File: config.mk
export PLATFORM = sky130hd
export DESIGN_NAME = sram_arb2
export DESIGN_NICKNAME = d
export VERILOG_FILES = /design/src/rtl/ahb2sram_pkg.sv /design/src/rtl/sram_rr_arb2.sv /design/src/rtl/sram_arb2.sv
export SDC_FILE = /design/constraint.sdc
export NUM_CORES = 1
export LEC_CHECK = 0
export BUFFER_PORTS_ARGS = -buffer_cell sky130_fd_sc_hd__buf_2
export CAP_MARGIN = 20
export CORE_AREA = 4 4 103 105
export DETAILED_ROUTE_END_ITERATION = 8
export DIE_AREA = 0 0 107 109
export GPL_TIMING_DRIVEN = 0
export MAX_ROUTING_LAYER = met4
export PLACE_DENSITY = 0.75
export REMOVE_ABC_BUFFERS = 1
export SLEW_MARGIN = 20
export SYNTH_ARGS = -nofsm -noshare
export SYNTH_HDL_FRONTEND = slang
export SYNTH_SLANG_ARGS = --single-unit
export TNS_END_PERCENT = 100
File: constraint.sdc
create_clock -name clk -period 1.6 [get_ports clk]
set_input_delay 0.32 -clock clk [delete_from_list [all_inputs] [get_ports clk]]
set_output_delay 0.32 -clock clk [all_outputs]
set_load 0.01 [all_outputs]
File: src/rtl/ahb2sram_pkg.sv
// rtl/ahb2sram_pkg.sv - shared SRAM widths, requester id type and wen expansion
package ahb2sram_pkg;
  localparam int SRAM_DW = 32;
  localparam int BE_W    = 4;

  typedef logic req_id_t;

  // Macro write enables are per-bit and active-low; a read (we=0) yields all ones.
  function automatic logic [SRAM_DW-1:0] be_to_wen(input logic we, input logic [BE_W-1:0] be);
    logic [SRAM_DW-1:0] wen;
    for (int b = 0; b < BE_W; b++) begin
      wen[b*8 +: 8] = {8{~(we & be[b])}};
    end
    return wen;
  endfunction
endpackage

File: src/rtl/sram_rr_arb2.sv
// rtl/sram_rr_arb2.sv - two-way round-robin pointer and combinational grant
module sram_rr_arb2
  import ahb2sram_pkg::*;
(
  input  logic    clk,
  input  logic    rst,
  input  logic    req0,
  input  logic    req1,
  output logic    gnt0,
  output logic    gnt1,
  output req_id_t win
);
  req_id_t r_last;

  always_comb begin
    gnt0 = 1'b0;
    gnt1 = 1'b0;
    if (!rst) begin
      if (req0 && req1) begin
        gnt0 = r_last;
        gnt1 = ~r_last;
      end else begin
        gnt0 = req0;
        gnt1 = req1;
      end
    end
  end

  assign win = gnt1;

  // Reset to 1 so requester 0 wins the first contention.
  always_ff @(posedge clk) begin
    if (rst) begin
      r_last <= 1'b1;
    end else if (gnt0 || gnt1) begin
      r_last <= gnt1;
    end
  end
endmodule

File: src/rtl/sram_arb2.sv
// rtl/sram_arb2.sv - two-requester SRAM arbiter, port mux and read-return pipeline
module sram_arb2
  import ahb2sram_pkg::*;
#(
  parameter int ADDR = 9
) (
  input  logic               clk,
  input  logic               rst,
  input  logic               req0,
  input  logic               req1,
  input  logic               we0,
  input  logic               we1,
  input  logic [ADDR-1:0]    addr0,
  input  logic [ADDR-1:0]    addr1,
  input  logic [BE_W-1:0]    be0,
  input  logic [BE_W-1:0]    be1,
  input  logic [SRAM_DW-1:0] wdata0,
  input  logic [SRAM_DW-1:0] wdata1,
  output logic               gnt0,
  output logic               gnt1,
  output logic               rvalid0,
  output logic               rvalid1,
  output logic [SRAM_DW-1:0] rdata0,
  output logic [SRAM_DW-1:0] rdata1,
  output logic               sram_cen,
  output logic [SRAM_DW-1:0] sram_wen,
  output logic [ADDR-1:0]    sram_addr,
  output logic [SRAM_DW-1:0] sram_wdata,
  input  logic [SRAM_DW-1:0] sram_rdata
);
  logic         w_gnt0;
  logic         w_gnt1;
  req_id_t      w_win;
  logic         w_act;
  logic         w_we;
  logic [BE_W-1:0] w_be;
  logic         w_rvalid0;
  logic         w_rvalid1;

  logic         r_rd_pend;
  req_id_t      r_rd_id;
  logic [SRAM_DW-1:0] r_hold0;
  logic [SRAM_DW-1:0] r_hold1;

  sram_rr_arb2 u_arb (
    .clk  (clk),
    .rst  (rst),
    .req0 (req0),
    .req1 (req1),
    .gnt0 (w_gnt0),
    .gnt1 (w_gnt1),
    .win  (w_win)
  );

  assign gnt0  = w_gnt0;
  assign gnt1  = w_gnt1;
  assign w_act = w_gnt0 | w_gnt1;
  assign w_we  = w_win ? we1 : we0;
  assign w_be  = w_win ? be1 : be0;

  // Idle and read cycles both collapse to an all-ones wen through the we term.
  assign sram_cen   = ~w_act;
  assign sram_addr  = w_win ? addr1 : addr0;
  assign sram_wdata = w_win ? wdata1 : wdata0;
  assign sram_wen   = be_to_wen(w_act & w_we, w_be);

  // Macro data is only valid during the rvalid cycle, so it bypasses the hold register.
  assign w_rvalid0 = r_rd_pend & ~r_rd_id & ~rst;
  assign w_rvalid1 = r_rd_pend &  r_rd_id & ~rst;
  assign rvalid0   = w_rvalid0;
  assign rvalid1   = w_rvalid1;
  assign rdata0    = rst ? '0 : (w_rvalid0 ? sram_rdata : r_hold0);
  assign rdata1    = rst ? '0 : (w_rvalid1 ? sram_rdata : r_hold1);

  always_ff @(posedge clk) begin
    if (rst) begin
      r_rd_pend <= 1'b0;
      r_rd_id   <= 1'b0;
      r_hold0   <= '0;
      r_hold1   <= '0;
    end else begin
      r_rd_pend <= w_act & ~w_we;
      r_rd_id   <= w_win;
      if (w_rvalid0) r_hold0 <= sram_rdata;
      if (w_rvalid1) r_hold1 <= sram_rdata;
    end
  end
endmodule

==> metrics.cfg, run 1 <==
[floorplanning]
die-area_mm2=0.0117
core_mm2=0.00964
io_pins=270
die_w_um=107
die_y_um=109
rows=36
initial_core_util_pct=34.2

[critical_path]
crit_path_max_fanout=6
endpoint_kind=output port
crit_type=reg2out
worstPathCellList=nor3b_4, buf_6, buf_12, buf_4, buf_8, o21ai_2, buf_2
cp-start-kind=flop
required_ns=1.28
path_buf_inv=5
critical_path_arrival_ns=1.73
slowest_stage=dfxtp_2
critPathMaxStageDelay_ns=0.33
critical-path-top-delay-family=buffers and inverters

[routing]
drc=0
dr.pass1.iters=5
vias_per_cell=5.18
drtAntennaViolNets=0
avgRoutedWirePerCell_um=22.9
vias=4614
drtIter0Drc=258
drt-total-wl_mm=20.4

[cells_and_area]
drive_above_1_share_pct=82.2
syn_to_final_growth_pct=132
num_antenna_cells=0
num-fill-cells=576
finalNetCount=881
fin_cells=890
stdcell_area_mm2=0.00764

[pwr]
pwr-share-clk_pct=29.4
intPower_mw=2.99
vdd_ir_drop_max_uv=346
p_sw_share_pct=31.7
p_leak_nw=3.93
p_comb_share_pct=30.3
pwr-share-seq_pct=40.2
pwr_density_cell_mw_per_mm2=572
p_switching_mw=1.39

[clock_network]
htreeDepth=3
root_buffer=clkbuf_8
clock-sinks=67
clk_pin_slew_ns=0.07
cts_inserted_buffers=9
clock_latency_ns=0.36
cts_tree=done
clock_path_buffers=2

[sta]
finalCritPeriodShare_pct=128
setup_viol=148
worst_pin_slew_ns=0.335
finalMaxSlewViolations=0
skew_ns=0.0153
maxSlewHeadroom_pct=77.4
setup_ws_ns=-0.452
timing.fmax_ghz=0.487
min_period_ns=2.05
hold_viol_final=0
grt_setup_unrepaired=true

[run]
maxCapViolations=0

[run_status]
violations=setup timing
status=finished with violations

[synthesis]
synth_seq_cells=67
yosys_most_used_dff=dfxtp_1
async_flop_share_pct=0
seq_area_frac_synth_pct=40.7
synth-warning-count=0
ys_types=22
synth_cells=383
syn_avg_cell_area_um2=8.61
synth_area_mm2=0.00330
synth-edff-count=0

[global_route]
antenna_found_initial=0
grt_max_degree=49
grt_pass1_vias=4661
grt_use_total_pct=29.0
overflow=0
grt_pass1_wl_mm=24.9

[worst_hold_path]
hp-class=in2reg

[place]
dp_hpwl_mm=9.09
dpl_cell_area_mm2=0.00452
port_buffers=269
place_congestion=0.865
dp.cells=738

-- Yosys cell counts (2+ instances only) --
master,count,share of area [%]
nand3_1,36,5.5
buf_6,4,1.4
buf_2,10,1.5
clkbuf_1,9,1.0
a2bb2o_1,4,1.2
mux2_2,4,1.4
dfxtp_1,67,41
inv_1,4,0.46
o21ai_0,38,5.8
and3_1,2,0.38
mux2_4,37,17
buf_4,29,6.6
nand2_1,130,15
-- final timing paths --
path | from | to | slack (ns) | cells past startpoint
min | we0 | r_rd_pend$_SDFF_PP0_ | 0.16 | 2
min reg2reg | r_hold0[1]$_DFF_P_ | r_hold0[1]$_DFF_P_ | 0.48 | 2
max reg2reg | r_rd_pend$_SDFF_PP0_ | r_hold0[8]$_DFF_P_ | -0.34 | 12
max | r_rd_pend$_SDFF_PP0_ | rdata0[9] | -0.45 | 7
-- placed cells by master, fill, tap and decap left out, types with 4 or more instances in the layout --
master    count
nand2_4      55
o21ai_4      10
buf_2       226
clkbuf_8     10
buf_4        68
o21ai_0       6
nand2_1      46
buf_8         7
mux2_4       37
o21ai_2      21
buf_12        8
nand2_8      15
nand3_2      18
a2bb2o_4      4
buf_6        85
nand2_2      20
nand3_4       6
buf_16        6
dfxtp_1      64
nand3_1      12
mux2_2        4
-- worst reg2reg max path, stage by stage, from the launching register on --
cell and delay [ns]:
dfxtp_2 0.34, nor3b_4 0.20, buf_6 0.15, buf_12 0.14
buf_4 0.12, buf_8 0.13, o21ai_4 0.09, buf_4 0.14
buf_4 0.13, buf_6 0.11, buf_6 0.11, buf_6 0.10
buf_6 0.11
-- metal layers --
metal / share of wire (%) / vias to the layer above / global-route usage, %
li1: - / 1988 / -
met4: 5.4 / 0 / 14.8
met1: 34 / 2220 / 27.6
met5: 0 / - / -
met2: 53 / 312 / 53.8
met3: 8.5 / 94 / 7.64
-- cell families (layout without fill, tap and decap cells) --
family,after synthesis,count (layout),share of synthesized area (%)
buffers and inverters,57,426,11.1
multiplexers,41,41,18.2
flip-flops,67,67,40.7
AO/OA/AOI/OAI,45,45,8.08
AND/OR/NAND/NOR,173,178,21.9
-- through the flow --
| step | TNS, ns | worst slack [ns] | hold WS [ns] | power, mW | utilization (%) |
|---|---|---|---|---|---|
| after global placement | -561.82 | -4.72 | 0.458 | 2.55 | 46.2 |
| after global routing | -57.23 | -0.493 | 0.153 | 4.52 | 79.3 |
| after detailed placement | -117.91 | -0.957 | 0.465 | 2.57 | 46.9 |
| final | -48.07 | -0.452 | 0.163 | 4.37 | 79.3 |
| after floorplan | -328.47 | -3.13 | 0.418 | 2.16 | - |
| after CTS | -48.90 | -0.420 | 0.148 | 4.10 | 68.4 |
-- registers in the layout, indices dropped and copies added (netlist names) --
signal and cells:
r_hold0 32, r_hold1 32, r_rd_id 1, r_rd_pend 1, u_arb.r_last 1
-- power groups by stage --
stage | logic [mW] | clock network [mW] | registers (mW)
detailed placement | 0.789 | 0 | 1.78
CTS | 1.10 | 1.25 | 1.75
global placement | 0.768 | 0 | 1.78
finish | 1.33 | 1.29 | 1.76
floorplan | 0.382 | 0 | 1.78
global route | 1.39 | 1.37 | 1.76
-- timing repair --
action                                  in CTS  in global routing
endpoints found under the setup margin     184                155
cloned                                      16                  5
pin swaps                                   61                 52
resized for setup                          223                218
setup buffers                              140                 33
hold buffers                                 0                  0
-- area by class of cell --
cell class / instances / area (µm²) / area share, %
inverters: 4 / 32.5 / 0.426
clock inverters: 5 / 30.0 / 0.393
multi-input cells: 264 / 2720 / 35.6
repair inverters: 4 / 106 / 1.39
clock buffers: 10 / 138 / 1.80
repair buffers: 403 / 3100 / 40.6
flip-flops and latches: 67 / 1350 / 17.6
well taps: 133 / 166 / 2.18
(Power assumes the default switching activity.)
==> inputs of run 2 (changes only) <==
- ABC_AREA: unset -> 1
- PLACE_DENSITY: 0.75 -> 0.74
==> run 2 against run 1 <==
Synthesized cell count increased by 17%. The flow still finishes with violations (setup timing). Combinational power about the same. Count of clock-buffer cells in the layout decreased by 1. Die area unchanged. Final area decreased by 9.3%. Clock power increased by 11%. Cell count increased by 4.3%.
==> metrics.cfg, run 2 <==
[run_status]
status=finished with violations
violations=setup timing

[critical_path]
critPathMaxStageDelay_ns=0.34  ; about the same
worstPathCellList=nand2_4, nand3_4, buf_6, nand2_1, nand2_1, nand3_4, buf_2
critical_path_arrival_ns=1.60  ; -0.13 ns
critical-path-top-delay-family=simple AND/OR/NAND/NOR gates
path_buf_inv=2  ; -3
crit_path_max_fanout=8  ; +2
cp-start-kind=flop
crit_type=reg2out
required_ns=1.28  ; about the same
endpoint_kind=output port
slowest_stage=dfxtp_2

[routing]
drt-total-wl_mm=19.1  ; -6.4%
dr.pass1.iters=4  ; -1
avgRoutedWirePerCell_um=20.6  ; -10%
vias_per_cell=4.98  ; -4.0%
drc=0  ; unchanged
vias=4617  ; +0.065%
drtAntennaViolNets=0  ; unchanged
drtIter0Drc=342  ; +33%

[clock_network]
htreeDepth=3  ; unchanged
cts_tree=done
clk_pin_slew_ns=0.08  ; about the same
root_buffer=clkbuf_8
clock-sinks=67  ; unchanged
clock_latency_ns=0.34  ; -0.02 ns
cts_inserted_buffers=9  ; unchanged
clock_path_buffers=2  ; unchanged

[synthesis]
synth.top_cell.area_share_pct=42.8  ; +2.2 points
synthTopCellsByCount=134 x nand2_1, 71 x nand3_1, 67 x dfxtp_1, 65 x o21ai_0, 39 x inv_1
async_flop_share_pct=0  ; unchanged
synth_top_area_cell=dfxtp_1
synth_area_mm2=0.00313  ; -5.0%
yosysMostFrequentCell=nand2_1
synth_cells=448  ; +17%
syn_avg_cell_area_um2=6.99  ; -19%
yosys_most_used_dff=dfxtp_1
synth-edff-count=0  ; unchanged
seq_area_frac_synth_pct=42.8  ; +2.2 points
synth_seq_cells=67  ; unchanged
synth-warning-count=0  ; unchanged
ys_types=16  ; -27%
synth_area_leaders=dfxtp_1 43%, nand2_1 16%, nand3_1 11%

[cells_and_area]
top_regs=r_hold0 (32), r_hold1 (32)
multi_input_area_mm2=0.00227  ; -17%
layout_common_cells=223 x buf_2, 101 x nand2_1, 86 x buf_6
drive_above_1_share_pct=71.9  ; -10 points
utilization_pct=71.9  ; -7.4 points
fin_cells=928  ; +4.3%
final_common_cell=buf_2
finalNetCount=914  ; +3.7%
num-fill-cells=722  ; +25%
syn_to_final_growth_pct=121
stdcell_area_mm2=0.00693  ; -9.3%
seqCellArea_mm2=0.00135  ; +0.37%

[sta]
min_period_ns=1.92  ; -0.129 ns
setup_viol=140  ; -5.4%
maxSlewHeadroom_pct=67.5  ; -9.9 points
skew_ns=0.00672  ; -0.00858 ns
finalCritPeriodShare_pct=120  ; -8.0 points
tns_ns=-33.18  ; +14.89 ns
worst_pin_slew_ns=0.486  ; +0.152 ns
whs_ns=0.259  ; +0.0965 ns
finalMaxSlewViolations=0  ; unchanged
setup_ws_ns=-0.323  ; +0.129 ns
hold_viol_final=0  ; unchanged
grt_setup_unrepaired=true
timing.fmax_ghz=0.520  ; +6.7%

[pwr]
pwr-share-seq_pct=38.8  ; -1.4 points
p_switching_mw=1.49  ; +7.3%
vdd_ir_drop_max_uv=539  ; +56%
p_leak_nw=3.56  ; -9.3%
p_sw_share_pct=32.8  ; +1.1 points
finalPower_mw=4.53  ; +3.7%
intPower_mw=3.05  ; +2.0%
p_comb_share_pct=29.7  ; -0.6 points
pwr_density_cell_mw_per_mm2=654  ; +14%
pwr-share-clk_pct=31.5  ; +2.1 points

[floorplanning]
io_pins=270  ; unchanged
die_w_um=107  ; unchanged
rows=36  ; unchanged
initial_core_util_pct=32.5  ; -1.7 points
core_mm2=0.00964  ; unchanged
die_y_um=109  ; unchanged
die-area_mm2=0.0117  ; unchanged

[global_route]
grt_use_total_pct=29.9  ; +0.97 points
antenna_found_initial=5  ; +5
grt_max_degree=44  ; -10%
overflow=0  ; unchanged
grt_pass1_vias=4422  ; -5.1%
grt_pass1_wl_mm=25.3  ; +1.7%

[place]
dp_hpwl_mm=8.72  ; -4.1%
dp.cells=790  ; +7.0%
place_congestion=0.832  ; -3.8%
dpl_cell_area_mm2=0.00428  ; -5.4%
preCtsSetupSlack_ns=-2.20  ; -1.24 ns
port_buffers=269  ; unchanged

[run]
maxCapViolations=0  ; unchanged

[worst_hold_path]
hp-class=in2reg

run 2: cell types whose count changed after synthesis, sizes merged, moves of 2 or more:
cell / before / now
inv: 4 / 41
nand4: 0 / 5
mux2: 41 / 0
and3: 2 / 0
buf: 43 / 48
a2bb2o: 4 / 0
o21ai: 38 / 66
nand2: 131 / 135
clkbuf: 10 / 12
nor2: 0 / 2
nand3: 36 / 72
run 2: repair_timing:
item | 4_1_cts | 5_1_grt
buffers inserted | 94 | 26
hold buffers | 0 | 0
endpoints found under the setup margin | 209 | 150
gates resized for setup | 256 | 135
cloned | 20 | 3
pin swaps | 17 | 17
run 2: final timing paths:
check | start | slack, ns | endpoint | cells past startpoint
max | u_arb.r_last$_SDFFE_PP1P_ | -0.32 | sram_wen[9] | 7
min | sram_rdata[4] | 0.26 | r_hold1[4]$_DFF_P_ | 3
max reg2reg | r_rd_pend$_SDFF_PP0_ | 0.01 | r_hold0[14]$_DFF_P_ | 9
min reg2reg | r_hold1[7]$_DFF_P_ | 0.46 | r_hold1[7]$_DFF_P_ | 2
run 2: cell type report:
type	count	share of cell area, %
antenna	5	0.181
clock buffer	9	1.79
clock inverter	6	0.957
inverter	41	2.74
multi-input combinational	294	32.7
sequential	67	19.5
tap	133	2.40
timing repair buffer	364	38.0
timing repair inverter	9	1.72
run 2: worst min-delay path, cell delays in order:
cell     delay, ns
buf_2         0.09
inv_1         0.07
o21ai_2       0.07
run 2: power by group through the flow:
| stage | clock [mW] | combinational [mW] | sequential [mW] |
|---|---|---|---|
| after detailed placement | 0 | 0.744 | 1.78 |
| after global routing | 1.53 | 1.43 | 1.76 |
| after global placement | 0 | 0.737 | 1.78 |
| after CTS | 1.43 | 1.16 | 1.76 |
| final | 1.43 | 1.35 | 1.76 |
| after floorplan | 0 | 0.333 | 1.78 |
run 2: kinds of logic after synthesis:
kind of cell           Yosys count  share of synthesized area [%]
DFF                             67                           42.8
buffers and inverters          101                           17.4
AOI/OAI and AO/OA               66                           10.6
and+or+nand+nor                214                           29.2
run 2: layer usage:
| metal | GRT usage (%) | up-vias | wire, µm |
|---|---|---|---|
| met1 | 33.8 | 2179 | 7320 |
| met2 | 49.6 | 262 | 9670 |
| met4 | 12.0 | 0 | 527 |
| li1 | - | 2137 | - |
| met5 | - | - | 0 |
| met3 | 9.47 | 39 | 1560 |
==> inputs of run 3 (changes only) <==
- CORE_AREA: 4 4 103 105 -> 2 2 104 106
- CTS_BUF_LIST: unset -> sky130_fd_sc_hd__clkbuf_8
- DIE_AREA: 0 0 107 109 -> 0 0 106 108
- PLACE_DENSITY: 0.74 -> 0.67
- clock period: 1.6 -> 2 ns (I/O delays scaled with it)
==> run 3 against run 2 <==
The run now ends clean. Cell count decreased by 8.9%. Wire length decreased by 27%. Total power decreased by 28%. First-iteration DRC count decreased by 26%. Critical path depth decreased by 1. Utilization decreased by 22 points. Register-to-register slack improved by 0.83 ns. Clock skew increased by 0.0012 ns. Non-clock buffer count decreased by 76. Critical endpoint is now rdata0[8]. Largest cell class unchanged.
==> metrics.cfg, run 3 (synthesis gave the netlist of run 2 again) <==
[run]
maxCapViolations=0  ; unchanged

[sta]
grt_setup_unrepaired=true
maxSlewHeadroom_pct=76.2  ; +8.7 points
hold_viol_final=0  ; unchanged
worst_pin_slew_ns=0.355  ; -0.132 ns
min_period_ns=1.96
finalCritPeriodShare_pct=97.9
skew_ns=0.00793  ; +0.00121 ns
whs_ns=0.330  ; +0.0712 ns
setup_viol=0  ; -100%
finalMaxSlewViolations=0  ; unchanged
tns_ns=0  ; +33.18 ns
timing.fmax_ghz=0.511

[cells_and_area]
layout_common_cells=260 x buf_2, 132 x nand2_1, 64 x nand3_1, 64 x dfxtp_1, 55 x o21ai_1
finalNetCount=829  ; -9.3%
final_common_cell=buf_2
num-fill-cells=1045  ; +45%
syn_to_final_growth_pct=62.0
utilization_pct=49.6  ; -22 points
drive_above_1_share_pct=47.6  ; -24 points
top_regs=r_hold0 (32), r_hold1 (32)

[critical_path]
crit_type=reg2out
cp-start-kind=flop
critical_path_arrival_ns=1.56  ; -0.04 ns
endpoint_kind=output port
worstPathCellList=clkinvlp_4, buf_4, nand3_4, nand3_1, o21ai_1, buf_2
crit_path_max_fanout=8  ; unchanged
crit_start=r_rd_id$_SDFF_PP0_
required_ns=1.60  ; +0.32 ns
slowest_stage=dfxtp_4
rr_startpoint=r_rd_id$_SDFF_PP0_
critPathMaxStageDelay_ns=0.37  ; +0.03 ns

[pwr]
pwr_density_cell_mw_per_mm2=645  ; -1.5%
vdd_ir_drop_max_uv=424  ; -21%
p_leak_nw=2.73  ; -23%

[clock_network]
clk_pin_slew_ns=0.08  ; about the same
clock-sinks=67  ; unchanged
htreeDepth=3  ; unchanged
root_buffer=clkbuf_8
cts_tree=done
clock_path_buffers=2  ; unchanged
ctsHoldBuffers=0  ; unchanged
cts_inserted_buffers=9  ; unchanged
clock_latency_ns=0.34  ; about the same

[floorplanning]
die-area_mm2=0.0114  ; -1.8%
initial_core_util_pct=30.6  ; -1.9 points
core_mm2=0.0102  ; +6.1%
die_y_um=108  ; -0.92%
rows=37  ; +2.8%
io_pins=270  ; unchanged
die_w_um=106  ; -0.93%

[global_route]
overflow=0  ; unchanged
grt_max_degree=44  ; unchanged
antenna_found_initial=3  ; -2
grt_pass1_wl_mm=19.0  ; -25%
grt_use_total_pct=22.2  ; -7.8 points
grt_pass1_vias=3614  ; -18%

[place]
place_congestion=0.801  ; -3.8%
dp_hpwl_mm=8.18  ; -6.2%
port_buffers=269  ; unchanged

[worst_hold_path]
hp-class=in2reg
min_from=sram_rdata[29]

[routing]
drtAntennaViolNets=0  ; unchanged
vias=3983  ; -14%
dr.pass1.iters=4  ; unchanged
drt-total-wl_mm=13.9  ; -27%
drtIter0Drc=252  ; -26%
avgRoutedWirePerCell_um=16.4  ; -20%
vias_per_cell=4.71  ; -5.3%
drc=0  ; unchanged

[run_status]
status=finished clean

## run 3: changes by cell type in the layout (fill, tap and decap cells not counted), sizes merged
| cell | previous run | this run |
|---|---|---|
| buf | 364 | 288 |
| clkinv | 7 | 1 |
| nand3 | 86 | 83 |
| clkinvlp | 1 | 3 |
| diode | 5 | 3 |
| inv | 47 | 46 |
## run 3: routing by layer
metal | global-route usage (%) | up-vias | wire, µm
met5 | - | - | 0
met4 | 8.18 | 0 | 342
met3 | 4.82 | 30 | 853
met2 | 39.7 | 196 | 7450
met1 | 24.3 | 1809 | 5250
li1 | - | 1948 | -
## run 3: timing repair
item                                    CTS  global route
setup buffers                            12             7
gates resized for setup                  54            55
cloned                                   12             2
endpoints found under the setup margin  171           118
pin swaps                                 5             5
endpoints found under the hold margin     0             0
## run 3: area by class of cell
type	count	area, µm²	share of cell area [%]
Inverter	41	196	3.87
Timing Repair inverter	3	28.8	0.567
Clock buffer	9	124	2.44
Timing Repair Buffer	288	1570	31.0
Antenna cell	3	7.51	0.148
Sequential cell	67	1350	26.7
Multi-Input combinational cell	291	1540	30.4
Tap cell	136	170	3.35
Clock inverter	7	75.1	1.48
## run 3: worst max-delay path, delay by kind of cell (launching register included)
kind,cells,cell delay (ns)
buffers and inverters,3,0.44
DFF,1,0.37
and+or+nand+nor,2,0.28
AOI/OAI and AO/OA,1,0.12
## run 3: worst paths after layout
check	to	slack [ns]	cells after the start
setup / recovery	rdata0[8]	0.04	6
hold / removal	r_hold0[29]$_DFF_P_	0.33	3
hold reg to reg	r_hold0[29]$_DFF_P_	0.48	2
setup reg to reg	r_hold0[9]$_DFF_P_	0.84	5
## run 3: through the flow
step	cells	setup WS, ns	total power, mW	area [µm²]
floorplan	388	-1.34	1.69	2740
global placement	793	-2.69	2.00	4260
detailed placement	793	-1.78	2.01	4280
CTS	833	-0.0375	3.24	4870
global route	845	-0.0690	3.44	5070
finish	845	0.0412	3.27	5070
## run 3: power by group
group / leakage, nW / total, mW / switching [mW] / internal [mW]
logic: 2.09 / 0.746 / 0.435 / 0.311
clock network: 0.0981 / 1.13 / 0.542 / 0.584
registers: 0.545 / 1.40 / 0.0173 / 1.38
total: 2.73 / 3.27 / 0.994 / 2.27
